===== src/rtl/asi_rw_arb.sv =====
// ---------------------------------------------------------------------------
// asi_rw_arb
//   Arbitrates ownership of a single user-memory port between a read side
//   and a write side. A side asks for ownership with its request, gets a
//   grant one cycle later, and keeps it until it issues its final beat.
//   Completed bursts are counted per side. Protocol violations raise a
//   sticky error flag.
//
// Handshake semantics (request / grant / beat):
//   - usr_xrequest is a level. It means "this side has work pending". It may
//     drop at any time, including in the same cycle as the first beat.
//   - usr_xgrant is a registered decode of the arbiter state. A side may only
//     issue beats (usr_xe) while its grant is high.
//   - usr_xlast qualifies usr_xe. The beat with both high is the final beat.
//     Ownership is released on the clock edge that samples that beat.
//
// Parameters
//   ASI_ARB : priority when both requests arrive while idle (0 = write, 1 = read)
//   CNTW    : width of the completed-burst counters (the counters wrap)
//
// Ports
//   usr_clk, usr_reset_n        : clock, and synchronous active-low reset
//   usr_rrequest/usr_re/usr_rlast : read-side request, beat, and last qualifier
//   usr_rgrant                  : read side owns the memory
//   usr_wrequest/usr_we/usr_wlast : write-side request, beat, and last qualifier
//   usr_wgrant                  : write side owns the memory
//   arb_err                     : sticky protocol-error flag
//   rd_bursts, wr_bursts        : completed-burst counters
//
// State visibility: the grant pair is a one-hot decode of the FSM state.
// IDLE = 00, RD = rgrant, WR = wgrant. A checker can rebuild the state from
// the two grants alone.
// ---------------------------------------------------------------------------
module asi_rw_arb #(
    parameter bit ASI_ARB = 1'b0,
    parameter int CNTW    = 16
) (
    input  logic            usr_clk,
    input  logic            usr_reset_n,
    input  logic            usr_rrequest,
    input  logic            usr_re,
    input  logic            usr_rlast,
    output logic            usr_rgrant,
    input  logic            usr_wrequest,
    input  logic            usr_we,
    input  logic            usr_wlast,
    output logic            usr_wgrant,
    output logic            arb_err,
    output logic [CNTW-1:0] rd_bursts,
    output logic [CNTW-1:0] wr_bursts
);

    typedef enum logic [1:0] {
        IDLE = 2'd0,
        RD   = 2'd1,
        WR   = 2'd2
    } arb_state_t;

    arb_state_t state;
    arb_state_t state_nxt;

    logic rd_done;
    logic wr_done;
    logic proto_err;

    // A last beat only completes a burst when it comes from the current
    // owner. Beats from the other side are errors and are otherwise ignored.
    assign rd_done = (state == RD) && usr_re && usr_rlast;
    assign wr_done = (state == WR) && usr_we && usr_wlast;

    assign proto_err = (usr_re && (state != RD)) ||
                       (usr_we && (state != WR)) ||
                       (usr_rlast && !usr_re)    ||
                       (usr_wlast && !usr_we);

    always_comb begin
        state_nxt = state;
        unique case (state)
            IDLE: begin
                if (usr_rrequest && usr_wrequest) begin
                    state_nxt = ASI_ARB ? RD : WR;
                end else if (usr_rrequest) begin
                    state_nxt = RD;
                end else if (usr_wrequest) begin
                    state_nxt = WR;
                end
            end
            RD: begin
                // On release, hand over to the other side first so that
                // neither side can starve the other.
                if (rd_done) begin
                    if (usr_wrequest) begin
                        state_nxt = WR;
                    end else if (usr_rrequest) begin
                        state_nxt = RD;
                    end else begin
                        state_nxt = IDLE;
                    end
                end
            end
            WR: begin
                if (wr_done) begin
                    if (usr_rrequest) begin
                        state_nxt = RD;
                    end else if (usr_wrequest) begin
                        state_nxt = WR;
                    end else begin
                        state_nxt = IDLE;
                    end
                end
            end
            default: state_nxt = IDLE;
        endcase
    end

    always_ff @(posedge usr_clk) begin
        if (!usr_reset_n) begin
            state     <= IDLE;
            arb_err   <= 1'b0;
            rd_bursts <= '0;
            wr_bursts <= '0;
        end else begin
            state <= state_nxt;
            if (rd_done) begin
                rd_bursts <= rd_bursts + CNTW'(1);
            end
            if (wr_done) begin
                wr_bursts <= wr_bursts + CNTW'(1);
            end
            if (proto_err) begin
                arb_err <= 1'b1;
            end
        end
    end

    // The grants decode the state register directly, so no input has a
    // combinational path to either grant.
    assign usr_rgrant = (state == RD);
    assign usr_wgrant = (state == WR);

endmodule


===== config.mk =====
export PLATFORM = sky130hd
export DESIGN_NAME = asi_rw_arb
export DESIGN_NICKNAME = d
export VERILOG_FILES = /design/src/rtl/asi_rw_arb.sv
export SDC_FILE = /design/constraint.sdc
export NUM_CORES = 1
export LEC_CHECK = 0
export BUFFER_PORTS_ARGS = -buffer_cell sky130_fd_sc_hd__buf_2
export CAP_MARGIN = 40
export CORE_MARGIN = 10
export CORE_UTILIZATION = 52
export CTS_CLUSTER_SIZE = 40
export DETAILED_ROUTE_END_ITERATION = 10
export PLACE_DENSITY = 0.79
export SKIP_LAST_GASP = 1
export SYNTH_ARGS = -nofsm -noshare
export SYNTH_HDL_FRONTEND = slang
export SYNTH_SLANG_ARGS = --single-unit

===== constraint.sdc =====
create_clock -name usr_clk -period 2.2 [get_ports usr_clk]
set_input_delay 0.22 -clock usr_clk [delete_from_list [all_inputs] [get_ports usr_clk]]
set_output_delay 0.22 -clock usr_clk [all_outputs]
set_load 0.03 [all_outputs]

==> results.md <==
- Status: finished, final reports clean
- Area share of the leading cell type in the synthesized netlist: 0.414
- Total power: 1.07 mW
- Synth area leaders: dfxtp_1 (41%), nor2_1 (6.0%), xor2_1 (5.7%)
- CTS Buf Count: 5
- Reg2Reg Depth: 4
- Hold_buf cts: 0
- CTS tree: built
- Root Buffer: clkbuf_4
- Crit-path max FO: 10
- Final HPWL DP: 2.88 mm
- Area grow syn2layout: 17.4%
- Clock slew at reported path FFs: 100 ps
- Core box area: 3080 um^2
- Post-CTS sizing: 0
- CTS Sinks: 35
- RR Startpoint: state[1]$_SDFFE_PN0P_
- First-pass GRT wire length: 6.66 mm
- Max-cap violation count: 0
- Pleak: about 0.82 nW
- # IOs: 43
- Chip Height: 77.0 um
- Worst VDD drop: 332 uV
- FP Rows: 20
- Synth area leader: dfxtp_1
- Worst hold margin: 182 ps
- Worst-margin pin slew: 493 ps
- Fin Setup TNS: 0 ps
- Post-synthesis sequential area ratio: 0.414
- Initial antenna violation count: 0
- Post-Syn Nets: 209
- Hold Startpoint: usr_reset_n
- Capturing point of the worst reg2reg path: wr_bursts[14]$_SDFFE_PN0P_
- Post-synth top flop: dfxtp_1
- Post-route cell area: 1990 um^2
- Clock Skew: around 6.5 ps
- Met2 wire len: 1.77 mm
- Number of synthesized flops with an enable pin: 0
- Total gr overflow: 0
- Worst-path cell chain: and4b_1 -> nand2_1 -> or4b_2 -> o21ai_0
- PortBufs: 42
- Top sig layer: met4
- Metal3 WL: between 200 and 300 um
- Via count: between 1500 and 2000
- Vias per cell: 5.43
- FFs w/ async S/R, synth: 0
- Worst setup EP type: register
- Final setup violation count: 0
- Util after Layout: 0.645
- Share of cells above drive strength 1: 0.234
- Power per cell area: 538 nW/um^2
- Die width: 77.0 um
- CP Class: register to register
- Die ar.: ~6000 um^2
- Final Hold Vio Count: 0
- Startpoint types: register
- H-tree levels: 2
- CTS max path bufs: 2
- Slew Limit Fails: 0
- Total Routing Usage GR: 0.131
- Worst relative slew slack: 0.671
- Setup repair bufs after CTS: 0
- Starting DRT DRC Count: 105
- DRT antenna net count: 0
- Buf+Inv Stages, Crit Path: 0
- Slowest-stage cell, CP: or4b_2
- # diodes: 0
- Hold worst-path end: state[1]$_SDFFE_PN0P_
- Ys Warns: 0
- Clock latency on the worst-skew pair: 340 ps
- Final net count: 253
- Placed Area: 1940 um^2
- Mapped cell area: 1690 um^2
- CP required: 2470 ps
- Routed WL per cell: approximately 14 um
- CP peak stage delay: around 620 ps
- Critical path's top delay family: simple AND/OR/NAND/NOR gates
- Final period utilization: 0.848
- Initial Util: 0.550
- Avg Inst Size Synth: 8.50 um^2
- Syn Inst Count: 199
- Hold Path Stages: 2
- Largest net degree at the start of global routing: 18
- Pre-antenna DRT Iters: 4
- FF+latch count, synth: 35
- Vias in the first global route: around 1500
- Reg2reg setup slack: roughly 330 ps
- HP Class: input port to register
- Gpl congestion: 0.873
- Crit path time final: about 1900 ps
- Fillers: 269
- F_max: between 500 and 600 MHz
- Unrepaired setup endpoints after global routing: no
- Metal1 wirelength: 1.83 mm
- Total routed wirelength: 3.91 mm
- Worst Path Arrival: 2130 ps
- Yosys cell types: 40
- DRC errors left: 0
==> power breakdown <==
| group | internal, mW | leakage, nW | switching [mW] | total, mW |
|---|---|---|---|---|
| clock | 0.125 | 0.0293 | 0.208 | 0.333 |
| combinational | 0.0314 | 0.506 | 0.0509 | 0.0823 |
| sequential | 0.640 | 0.283 | 0.0126 | 0.653 |
==> per-stage QoR <==
stage                     worst slack (ps)  instances
after global routing                   146        288
after floorplan                        315        199
after detailed placement               371        280
after CTS                              333        288
final                                  333        288
after global placement                 422        280
==> cell usage after synthesis (2+ instances only) <==
| library cell | count |
|---|---|
| a21oi_1 | 11 |
| and2_1 | 2 |
| and4_1 | 3 |
| and4b_1 | 2 |
| buf_2 | 2 |
| clkbuf_1 | 4 |
| dfxtp_1 | 35 |
| ha_1 | 2 |
| inv_1 | 3 |
| nand2_1 | 20 |
| nand2b_1 | 2 |
| nand3_1 | 11 |
| nand4_1 | 11 |
| nor2_1 | 27 |
| nor2b_1 | 4 |
| nor3_1 | 6 |
| nor4_1 | 4 |
| o21ai_0 | 5 |
| or3_1 | 3 |
| or4_1 | 2 |
| or4b_2 | 2 |
| xnor2_1 | 10 |
| xor2_1 | 11 |
==> layout by cell type (no fill, tap or decap), types with 3 or more instances in the layout <==
cell type,synthesis,layout
or3_1,3,3
nand4_1,11,11
xnor2_1,10,10
o21ai_0,5,5
and4_1,3,3
nor2b_1,4,4
buf_4,1,3
a21oi_1,11,11
nand2_1,20,20
nor2_1,27,27
xor2_1,11,11
nor3_1,6,6
nand3_1,11,11
nor4_1,4,4
clkbuf_4,0,5
inv_1,3,3
dfxtp_1,35,35
buf_2,2,42
==> worst max path at each step <==
stage	slack, ps	start	cells after the start	end
floorplan	320	rd_bursts[2]$_SDFFE_PN0P_	4	rd_bursts[15]$_SDFFE_PN0P_
global placement	420	state[0]$_SDFFE_PN0P_	4	rd_bursts[15]$_SDFFE_PN0P_
detailed placement	370	state[1]$_SDFFE_PN0P_	4	wr_bursts[14]$_SDFFE_PN0P_
CTS	330	state[1]$_SDFFE_PN0P_	4	wr_bursts[14]$_SDFFE_PN0P_
global route	150	state[1]$_SDFFE_PN0P_	4	wr_bursts[14]$_SDFFE_PN0P_
finish	330	state[1]$_SDFFE_PN0P_	4	wr_bursts[14]$_SDFFE_PN0P_
==> layer usage <==
layer  vias up  global-route usage
met3         5              0.0571
met1       729               0.160
met2        40               0.207
met5         -                   0
li1        789                   -
met4         0              0.0328
==> cell type report <==
class / count / area, um^2 / area share
clock buffer: 7 / 45.0 / 0.0227
clock inverter: 1 / 5.00 / 0.00252
inverter: 3 / 11.3 / 0.00567
multi-input combinational: 153 / 936 / 0.471
sequential: 35 / 701 / 0.353
tap: 44 / 55.1 / 0.0277
timing repair buffer: 45 / 233 / 0.117
==> registers in the layout, summed over array words and instances, names as in the netlist <==
register	cells
arb_err	1
rd_bursts	16
state	2
wr_bursts	16
==> cell families after synthesis <==
group / share of synthesized area
adder cells (fa/ha/maj): 0.0148
XOR/XNOR: 0.109
buffers and inverters: 0.0325
AND/OR/NAND/NOR: 0.343
multiplexers: 0.00592
flip-flops: 0.414
AO/OA/AOI/OAI: 0.0806
No activity file was read; power rests on OpenSTA's default activity.
